### src/rtl/lfsr8_pkg.sv
// Shared constants, FSM state type and single-step helpers for the 8-bit
// challenge LFSR and its inverse.
package lfsr8_pkg;

  localparam int unsigned LFSR_W = 8;
  localparam int unsigned TAP_A  = 1;
  localparam int unsigned TAP_B  = 2;
  localparam int unsigned TAP_C  = 3;
  localparam int unsigned TAP_D  = 7;

  typedef enum logic [1:0] {
    ST_IDLE   = 2'd0,
    ST_REWIND = 2'd1,
    ST_VERIFY = 2'd2,
    ST_DONE   = 2'd3
  } lfsr8_state_e;

  // One forward step: shift left, feedback from taps 1,2,3,7 into bit 0.
  function automatic logic [LFSR_W-1:0] lfsr8_fwd_step(input logic [LFSR_W-1:0] s);
    return {s[LFSR_W-2:0], s[TAP_A] ^ s[TAP_B] ^ s[TAP_C] ^ s[TAP_D]};
  endfunction

  // One backward step: recover the bit that was shifted out of bit 7.
  function automatic logic [LFSR_W-1:0] lfsr8_back_step(input logic [LFSR_W-1:0] s);
    return {s[0] ^ s[TAP_A+1] ^ s[TAP_B+1] ^ s[TAP_C+1], s[LFSR_W-1:1]};
  endfunction

endpackage

### src/rtl/lfsr8_rewind.sv
// Rewinds an observed 8-bit challenge LFSR state by a given number of steps
// to recover its originating seed.
// Optional macro LFSR8_REWIND_VERIFY_EN adds a forward re-check of the
// recovered seed and reports the outcome on out_match.
module lfsr8_rewind
  import lfsr8_pkg::*;
#(
  parameter int unsigned CNT_W = 16
) (
  input  logic              clock,
  input  logic              reset_n,
  input  logic              in_valid,
  output logic              in_ready,
  input  logic [7:0]        in_state,
  input  logic [CNT_W-1:0]  in_steps,
  input  logic              abort,
  output logic              out_valid,
  input  logic              out_ready,
  output logic [7:0]        out_seed,
  output logic              out_match
);

  lfsr8_state_e        r_state,     w_state_nxt;
  logic [LFSR_W-1:0]   r_work,      w_work_nxt;
  logic [CNT_W-1:0]    r_cnt,       w_cnt_nxt;
  logic                r_in_ready,  w_in_ready_nxt;
  logic                r_out_valid, w_out_valid_nxt;
  logic [LFSR_W-1:0]   r_out_seed,  w_out_seed_nxt;
  logic                r_out_match, w_out_match_nxt;
  logic                w_last;

`ifdef LFSR8_REWIND_VERIFY_EN
  logic [LFSR_W-1:0]   r_target,    w_target_nxt;
  logic [CNT_W-1:0]    r_steps,     w_steps_nxt;
  logic [LFSR_W-1:0]   r_scratch,   w_scratch_nxt;
`endif

  assign in_ready  = r_in_ready;
  assign out_valid = r_out_valid;
  assign out_seed  = r_out_seed;
  assign out_match = r_out_match;

  assign w_last = (r_cnt == CNT_W'(1));

  // Next-state, datapath and registered-output logic.
  always_comb begin
    w_state_nxt     = r_state;
    w_work_nxt      = r_work;
    w_cnt_nxt       = r_cnt;
    w_in_ready_nxt  = r_in_ready;
    w_out_valid_nxt = r_out_valid;
    w_out_seed_nxt  = r_out_seed;
    w_out_match_nxt = r_out_match;
`ifdef LFSR8_REWIND_VERIFY_EN
    w_target_nxt    = r_target;
    w_steps_nxt     = r_steps;
    w_scratch_nxt   = r_scratch;
`endif

    case (r_state)
      ST_IDLE: begin
        if (in_valid && r_in_ready) begin
          w_work_nxt     = in_state;
          w_cnt_nxt      = in_steps;
          w_in_ready_nxt = 1'b0;
`ifdef LFSR8_REWIND_VERIFY_EN
          w_target_nxt   = in_state;
          w_steps_nxt    = in_steps;
`endif
          if (in_steps != '0) begin
            w_state_nxt = ST_REWIND;
          end else begin
            // Zero steps: the observed state is already the seed.
            w_state_nxt     = ST_DONE;
            w_out_valid_nxt = 1'b1;
            w_out_seed_nxt  = in_state;
            w_out_match_nxt = 1'b1;
          end
        end
      end

      ST_REWIND: begin
        if (abort) begin
          w_state_nxt    = ST_IDLE;
          w_in_ready_nxt = 1'b1;
        end else begin
          w_work_nxt = lfsr8_back_step(r_work);
          w_cnt_nxt  = r_cnt - CNT_W'(1);
          if (w_last) begin
`ifdef LFSR8_REWIND_VERIFY_EN
            w_state_nxt   = ST_VERIFY;
            w_cnt_nxt     = r_steps;
            w_scratch_nxt = lfsr8_back_step(r_work);
`else
            w_state_nxt     = ST_DONE;
            w_out_valid_nxt = 1'b1;
            w_out_seed_nxt  = lfsr8_back_step(r_work);
            w_out_match_nxt = 1'b1;
`endif
          end
        end
      end

`ifdef LFSR8_REWIND_VERIFY_EN
      ST_VERIFY: begin
        if (abort) begin
          w_state_nxt    = ST_IDLE;
          w_in_ready_nxt = 1'b1;
        end else begin
          w_scratch_nxt = lfsr8_fwd_step(r_scratch);
          w_cnt_nxt     = r_cnt - CNT_W'(1);
          if (w_last) begin
            w_state_nxt     = ST_DONE;
            w_out_valid_nxt = 1'b1;
            w_out_seed_nxt  = r_work;
            w_out_match_nxt = (lfsr8_fwd_step(r_scratch) == r_target);
          end
        end
      end
`endif

      ST_DONE: begin
        // abort and out_ready lead to the same place; seed is left as is.
        if (abort || out_ready) begin
          w_state_nxt     = ST_IDLE;
          w_out_valid_nxt = 1'b0;
          w_out_match_nxt = 1'b0;
          w_in_ready_nxt  = 1'b1;
        end
      end

      default: begin
        w_state_nxt     = ST_IDLE;
        w_in_ready_nxt  = 1'b1;
        w_out_valid_nxt = 1'b0;
        w_out_match_nxt = 1'b0;
      end
    endcase
  end

  // State, datapath and output registers.
  always_ff @(posedge clock or negedge reset_n) begin
    if (!reset_n) begin
      r_state     <= ST_IDLE;
      r_work      <= '0;
      r_cnt       <= '0;
      r_in_ready  <= 1'b1;
      r_out_valid <= 1'b0;
      r_out_seed  <= '0;
      r_out_match <= 1'b0;
`ifdef LFSR8_REWIND_VERIFY_EN
      r_target    <= '0;
      r_steps     <= '0;
      r_scratch   <= '0;
`endif
    end else begin
      r_state     <= w_state_nxt;
      r_work      <= w_work_nxt;
      r_cnt       <= w_cnt_nxt;
      r_in_ready  <= w_in_ready_nxt;
      r_out_valid <= w_out_valid_nxt;
      r_out_seed  <= w_out_seed_nxt;
      r_out_match <= w_out_match_nxt;
`ifdef LFSR8_REWIND_VERIFY_EN
      r_target    <= w_target_nxt;
      r_steps     <= w_steps_nxt;
      r_scratch   <= w_scratch_nxt;
`endif
    end
  end

endmodule
### config.mk
export PLATFORM = sky130hd
export DESIGN_NAME = lfsr8_rewind
export DESIGN_NICKNAME = d
export VERILOG_FILES = /design/src/rtl/lfsr8_pkg.sv /design/src/rtl/lfsr8_rewind.sv
export SDC_FILE = /design/constraint.sdc
export NUM_CORES = 1
export LEC_CHECK = 0
export BUFFER_PORTS_ARGS = -buffer_cell sky130_fd_sc_hd__buf_2
export CAP_MARGIN = 0
export CORE_MARGIN = 2
export CORE_UTILIZATION = 49
export CTS_CLUSTER_DIAMETER = 40
export CTS_CLUSTER_SIZE = 20
export DETAILED_ROUTE_END_ITERATION = 8
export GPL_TIMING_DRIVEN = 0
export PLACE_DENSITY_LB_ADDON = 0.1
export SETUP_SLACK_MARGIN = 0.1
export SYNTH_ARGS = -nofsm -noshare
export SYNTH_HDL_FRONTEND = slang
export SYNTH_SLANG_ARGS = --single-unit
### constraint.sdc
create_clock -name clock -period 2.12 [get_ports clock]
set_clock_uncertainty 0.2 [all_clocks]
set_input_delay 0.212 -clock clock [delete_from_list [all_inputs] [get_ports clock]]
set_output_delay 0.212 -clock clock [all_outputs]
set_load 0.01 [all_outputs]
## Yosys cells after proc, flatten, opt, wreduce, memory -nomap -nowiden

Index checks and enable logic that the tools add are counted.

| word-level totals | value |
|---|---|
| register bits after elaboration | 36 |
| input bits | 29 |
| word-level logic and storage cells | 57 |

| cells by class | value |
|---|---|
| add/sub/neg operators | 1 |
| equal/unequal tests | 10 |
| mux-type cells | 27 |
| bitwise gates (word level) | 3 |
| reductions and logical operators | 10 |

Operator list:

| operator | number |
|---|---|
| 8-bit two-way mux | 6 |
| 16-bit two-way mux | 2 |
| 16-bit one-hot mux with 2 select lines | 1 |
| 8-bit one-hot mux with 2 select lines | 2 |
| 16-bit by 1-bit equality test with 1-bit output, second input constant | 1 |
| 16-bit nonzero test | 1 |
| 16-bit by 1-bit subtractor with 16-bit output, second input constant | 1 |
| 2-bit inequality test, second input constant | 6 |
| 2-bit two-way mux | 5 |
| 5-bit AND reduction | 2 |
| 3-bit AND reduction | 3 |
| 1-bit two-way mux | 8 |
| 1-bit one-hot mux with 3 select lines | 2 |
| 2-bit one-hot mux with 3 select lines | 1 |
| 3-bit inequality test, second input constant | 1 |
| 1-bit XOR | 3 |
| 2-bit by 1-bit equality test with 1-bit output, second input constant | 1 |
| 2-bit equality test, second input constant | 1 |
| 2-bit logical NOT | 1 |
| 2-bit nonzero test | 1 |
| 1-bit logical AND | 1 |
| 1-bit logical OR | 1 |

## Logic depth before layout (Yosys ltp)

Gate-level depths: netlist of the first run.

| depth | value |
|---|---|
| depth in word-level cells | 6 |
| gate-level depth with buffers | 8 |

## Worst setup path after synthesis of the first run

Ideal clock, no wire load.

| timing path | value |
|---|---|
| path kind | register to register |
| start point | register r_cnt[0] |
| end point | register r_cnt[14] |
| data arrival time | 1.949 ns |
| required time | 1.843 ns |
| setup slack | -0.107 ns |
| stages on the path, launching flop included | 9 |
| path buffers | 1 |
| cell sequence | dfrtp_1 > inv_1 > ha_1 > or3b_2 > buf_2 > or3_4 > o31ai_1 > a21oi_1 > a21oi_1 |

| on the way | value |
|---|---|
| longest elaborated chain between the ends | 3 |

RTL lines:

| element | RTL line | text |
|---|---|---|
| start, declared | lfsr8_rewind.sv:25 | `logic [CNT_W-1:0] r_cnt, w_cnt_nxt;` |
| start signal, assigned | lfsr8_rewind.sv:159 | `r_cnt <= w_cnt_nxt;` |
| 16-bit by 1-bit subtractor with 16-bit output | lfsr8_rewind.sv:88 | `w_cnt_nxt = r_cnt - CNT_W'(1);` |
| 16-bit two-way mux | lfsr8_rewind.sv:83 | `if (abort) begin` |
| 16-bit one-hot mux with 2 select lines | lfsr8_rewind.sv:60 | `case (r_state)` |

Every way passes these cells. The select of a mux whose other input is x is not followed.
A chain may end at the register's enable or synchronous reset.

## Worst setup path in the final report of the first run

| timing path | value |
|---|---|
| start point | register r_cnt[1] |
| end point | register r_cnt[14] |

The elaborated chain is that of the path after synthesis.

==> metrics.csv, run 1 <==
metric;value;unit
status;finished with violations;
failing checks;negative setup slack;
CP Max Fanout;6;
min Tclk post-route;2.23;ns
CTS Sinks;36;
Routed WL;6.14;mm
I/O pin cnt;40;
mean post-synth cell area;8.99;µm²
clock-pin slew on the worst setup and hold paths;0.08;ns
DR DRC count;0;
fillers;315;
nets;328;
cells after synthesis;226;
initial detailed-routing violation count;176;
Fin. Hold Viols;0;
RSZ-0062 raised after global routing;true;
Final Non-Filler Cells;348;
Syn-to-layout area delta;41.2;%
most frequent cells in the layout;buf_2, nand2_1, dfrtp_1, buf_4;
DIE AREA;4680;µm²
post-route worst setup slack;-0.114;ns
CTS Buf Count;5;
period utilisation layout;1.05;
WHS;0.00744;ns
Final ANT Viol Nets;0;
dpl hpwl;3.61;mm
f_max;0.448;GHz
commonest non-fill, non-tap cell in the layout;buf_2;
final setup vio count;10;
Worst VDD drop;0.459;mV
Core Region;4000;µm²
fin. max-slew vios;0;
CP required;2.14;ns
#FFs+latches synth;36;
Max Cap Violations;0;
H-Tree Depth;2;
post-place setup slack;-0.238;ns
ANT cells;0;
register area share after synthesis;0.444;
Rel. slew slack;0.448;
I/O Buffers;39;
most crowded layer after global routing;met2;
DIE WIDTH;68.4;µm
Top delay family on crit path;simple AND/OR/NAND/NOR gates;
vias in the first global route;1896;
startpoint types;register;
CP Class;register to register;
pwr/cell area;460;nW/µm²
clock root cell;clkbuf_8;
largest net degree at the start of global routing;37;
GR Util met2;0.430;
Reg2Reg Setup Slack;-0.11;ns
starting density of the core;0.508;
cell area after synthesis;2030;µm²
Placed Instances;315;
initial antenna violation count;0;
cells on worst reg2reg path;8;
leakage power;1.31;nW
Critical Path Max Stage Delay;0.41;ns
crit path cell chain;inv_2, ha_4, or3b_4, buf_6, or3_4, o31ai_4, a21oi_2, a21oi_1;
vias per cell;6.02;
proportion of layout cells with a drive suffix above 1;0.416;
grt total ovfl;0;
hold path depth;3;
GRT Util Overall;0.266;
Synth cell types;42;
first-pass GRT wire length;9.06;mm
Worst-Skew Late Latency;0.29;ns
Ys Warns;0;
post-layout util;0.717;
first-pass iteration count of the detailed router;4;
worst hold path class;primary input to register;
Crit. End Element;register;
Critical Path Slowest Stage Cell;or3_4;
Row Count;23;
TritonCTS clock tree;yes;
wire per inst;17.7;µm
CP Buf/Inv Count;2;
clk buf depth;2;
met3 Use GR;0.0625;
routability cong.;0.801;
Vias;2095;
Worst Tran Pin Value;0.828;ns
met1 Usage GRT;0.344;
syn nets;257;
CP arrival;2.25;ns
Die Ht;68.4;µm
Worst path depth;8;
[sequential cells by signal (all words and copies together), names as in the netlist]
register and count:
r_cnt 16, out_seed 8, out_match 1, r_state 2, r_work 8, in_ready 1
[routing by layer]
layer,routed length (µm),share of wire
met5,0,0
met4,95,0.015
met3,315,0.051
met2,3060,0.50
met1,2670,0.43
[synthesized netlist by cell type, drive strengths merged]
cell | n | area (µm²)
a21o | 1 | 7.51
a21oi | 18 | 90.1
a22o | 1 | 8.76
a22oi | 4 | 30.0
a2bb2oi | 3 | 26.3
a31oi | 7 | 43.8
buf | 5 | 26.3
clkbuf | 11 | 41.3
dfrtp | 35 | 876
dfstp | 1 | 26.3
ha | 2 | 25.0
inv | 2 | 7.51
mux2 | 10 | 113
mux2i | 1 | 10.0
nand2 | 41 | 154
nand2b | 4 | 25.0
nand3 | 6 | 35.0
nand3b | 2 | 15.0
nor2 | 16 | 60.1
nor2b | 2 | 12.5
nor3 | 4 | 20.0
nor4 | 7 | 65.1
nor4b | 1 | 8.76
o211ai | 1 | 7.51
o21ai | 16 | 80.1
o22a | 2 | 17.5
o22ai | 6 | 37.5
o2bb2ai | 1 | 8.76
o31ai | 1 | 7.51
o32ai | 3 | 45.1
or2 | 1 | 6.26
or3 | 1 | 11.3
or3b | 1 | 8.76
or4 | 6 | 48.8
xnor2 | 3 | 26.3
[per-stage QoR]
step	instance area (µm²)	total power, mW	setup TNS, ns
global route	2870	1.36	-1.16
floorplan	2050	0.718	-0.141
detailed placement	2300	0.765	-5.44
CTS	2670	1.32	-1.64
finish	2870	1.32	-0.585
global placement	2300	0.766	-5.33
[area by class of cell]
type / count / area, µm² / area share
buffer: 15 / 97.6 / 0.0340
clock buffer: 8 / 100 / 0.0349
inverter: 2 / 7.51 / 0.00262
multi-input combinational: 172 / 1260 / 0.440
sequential: 36 / 905 / 0.315
tap: 50 / 62.6 / 0.0218
timing repair buffer: 65 / 435 / 0.152
[cell families (layout without fill, tap and decap cells)]
kind of cell / count (synthesis) / count (layout) / synth area share
AO/OA/AOI/OAI: 64 / 64 / 0.202
XOR/XNOR: 3 / 3 / 0.0129
adder cells (fa/ha/maj): 2 / 2 / 0.0123
buffers and inverters: 18 / 90 / 0.0369
flip-flops: 36 / 36 / 0.444
multiplexers: 11 / 11 / 0.0603
AND/OR/NAND/NOR: 92 / 92 / 0.232
[worst paths after layout]
kind                                   from           to
max in group asynchronous           reset_n     r_cnt[8]
worst min register to register  out_seed[4]  out_seed[4]
worst max-delay path               r_cnt[1]    r_cnt[14]
worst min-delay path            in_state[3]    r_work[3]
worst max register to register     r_cnt[1]    r_cnt[14]
min in group asynchronous           reset_n    r_cnt[10]
[where the power goes]
part           switching, mW  total [mW]  leakage (nW)  internal (mW)
registers                  0       0.686         0.491          0.686
clock network          0.258       0.555        0.0515          0.297
logic                 0.0398      0.0783         0.772         0.0385
total                  0.298        1.32          1.31           1.02
[timing repair]
action                                  in CTS  in global routing
setup buffers                               10                  9
endpoints found under the setup margin      34                 29
resized for setup                           34                 36
endpoints found under the hold margin       41                  0
pin swaps                                   10                 17
hold buffers                                 7                  0
[tightest hold or removal path, delay by kind of cell]
| family | cells | cell delay [ns] |
|---|---|---|
| and+or+nand+nor | 1 | 0.06 |
| AOI/OAI and AO/OA | 1 | 0.09 |
| buffers and inverters | 1 | 0.09 |
Power figures use the tool's default switching activity.
==> inputs of run 2 (changes only) <==
CTS_CLUSTER_SIZE = unset   (was 20)
REMOVE_ABC_BUFFERS = 1   (was unset)
==> run 2 against run 1 <==
Compared with the run above: the flow finishes with violations (negative hold slack, negative setup slack); die area stayed put; sequential power barely moved; setup slack better by 0.0085 ns; critical endpoint unchanged; highest routed layer unchanged.
==> metrics.csv, run 2 (synthesized netlist as in run 1, its figures left out) <==
metric;value;unit;change
status;finished with violations;;unchanged
failing checks;negative hold slack, negative setup slack;;was negative setup slack
GRT Util Overall;0.228;;was 0.266
routability cong.;0.774;;was 0.801
Die Ht;68.4;µm;unchanged
starting density of the core;0.508;;unchanged
Worst VDD drop;0.368;mV;was 0.459 mV
H-Tree Depth;2;;unchanged
Logic pwr share;0.058;;was 0.059
period utilisation layout;1.05;;about the same
Placed Instances;300;;was 315
CP Class;register to register;;unchanged
nets;320;;was 328
CP required;2.13;ns;was 2.14 ns
vias per cell;5.58;;was 6.02
Power Total;1.28;mW;was 1.32 mW
Syn-to-layout area delta;34.0;%;was 41.2%
Fin. Hold Viols;1;;was 0
post-route worst setup slack;-0.106;ns;was -0.114 ns
vias in the first global route;1734;;was 1896
DIE AREA;4680;µm²;unchanged
Rel. slew slack;0.455;;was 0.448
WHS;-0.000428;ns;was 0.00744 ns
initial antenna violation count;0;;unchanged
largest net degree at the start of global routing;37;;unchanged
Final ANT Viol Nets;0;;unchanged
first-pass iteration count of the detailed router;4;;unchanged
f_max;0.449;GHz;was 0.448 GHz
fin. max-slew vios;0;;unchanged
most frequent cells in the layout;nand2_1, buf_2, dfrtp_1, buf_4;;was buf_2, nand2_1, dfrtp_1, buf_4
Worst Tran Pin Value;0.818;ns;was 0.828 ns
Biggest register;r_cnt;;unchanged
Seq pwr share;0.536;;was 0.520
wire per inst;14.9;µm;was 17.7 µm
clk buf depth;2;;unchanged
clock root cell;clkbuf_8;;unchanged
CTS Buf Count;5;;unchanged
Worst-Skew Late Latency;0.29;ns;about the same
DP Area;2250;µm²;was 2300 µm²
Int Pwr;0.988;mW;was 1.02 mW
fillers;325;;was 315
Sw Share;0.229;;was 0.226
pwr/cell area;471;nW/µm²;was 460 nW/µm²
Row Count;23;;unchanged
Sequential cell area;906;µm²;was 905 µm²
CP Max Fanout;5;;was 6
final setup vio count;9;;was 10
NetSw;0.293;mW;was 0.298 mW
initial detailed-routing violation count;87;;was 176
worst hold path class;primary input to register;;unchanged
proportion of layout cells with a drive suffix above 1;0.372;;was 0.416
min Tclk post-route;2.23;ns;about the same
Max Cap Violations;0;;unchanged
dpl hpwl;3.04;mm;was 3.61 mm
commonest non-fill, non-tap cell in the layout;nand2_1;;was buf_2
grt total ovfl;0;;unchanged
multi-input combinational cell area;1180;µm²;was 1260 µm²
I/O Buffers;39;;unchanged
max reg flops;16;;unchanged
startpoint types;register;;unchanged
first-pass GRT wire length;7.85;mm;was 9.06 mm
Final Non-Filler Cells;340;;was 348
CTS Sinks;36;;unchanged
final instance area;2720;µm²;was 2870 µm²
Crit. End Element;register;;unchanged
DR DRC count;0;;unchanged
TritonCTS clock tree;yes;;unchanged
clock-pin slew on the worst setup and hold paths;0.07;ns;was 0.08 ns
CP arrival;2.24;ns;was 2.25 ns
ANT cells;0;;unchanged
DIE WIDTH;68.4;µm;unchanged
leakage power;1.25;nW;was 1.31 nW
setup TNS;-0.685;ns;was -0.585 ns
I/O pin cnt;40;;unchanged
Core Region;4000;µm²;unchanged
RSZ-0062 raised after global routing;true;;unchanged
Vias;1896;;was 2095
Routed WL;5.07;mm;was 6.14 mm
clock power share;0.406;;was 0.421
[run 2: layout make-up]
type,count,share of cell area
tap,50,0.0230
clock inverter,1,0.00276
clock buffer,7,0.0317
timing repair buffer,71,0.174
multi-input combinational,173,0.433
inverter,2,0.00276
sequential,36,0.333
[run 2: what timing repair did]
item / CTS / global route
cloned: 1 / 0
setup buffers: 13 / 11
hold buffers: 7 / 0
pin swaps: 6 / 6
resized for setup: 17 / 16
setup endpoints to repair: 34 / 27
endpoints found under the hold margin: 41 / 0
[run 2: layer usage]
metal | share of wire | vias up | global-route usage | wire length (µm)
met5 | 0 | - | 0 | 0
met4 | 0.011 | 0 | 0.0650 | 57
met3 | 0.035 | 7 | 0.0510 | 179
met2 | 0.50 | 36 | 0.389 | 2530
met1 | 0.45 | 903 | 0.287 | 2290
li1 | - | 950 | - | -
[run 2: worst paths after layout]
kind	from	endpoint	slack (ns)	cells past startpoint
worst min-delay path	in_steps[1]	r_cnt[1]	-0.0004	3
min in group asynchronous	reset_n	r_cnt[3]	0.35	2
worst min register to register	out_seed[5]	out_seed[5]	0.31	1
worst max register to register	r_cnt[1]	r_cnt[14]	-0.11	7
max in group asynchronous	reset_n	r_cnt[0]	0.80	2
worst max-delay path	r_cnt[1]	r_cnt[14]	-0.11	7
[run 2: power groups by stage]
stage                     registers, mW  clock network, mW  logic [mW]
final                             0.686              0.520      0.0746
after CTS                         0.686              0.527      0.0758
after global placement            0.700                  0      0.0649
after global routing              0.686              0.556      0.0848
after detailed placement          0.700                  0      0.0651
after floorplan                   0.700                  0      0.0182
[run 2: stage by stage]
step                      utilization  worst slack, ns
after floorplan                     -           -0.814
after global placement          0.556            -1.59
after detailed placement        0.563           -0.393
after CTS                       0.648           -0.154
after global routing            0.681           -0.178
final                           0.681           -0.106
[run 2: worst max-delay path: stages, from the launching register on]
cell     delay [ns]
dfrtp_1        0.43
inv_2          0.09
ha_2           0.18
or3b_4         0.41
or3_4          0.41
o31ai_1        0.20
a21oi_1        0.09
a21oi_1        0.13
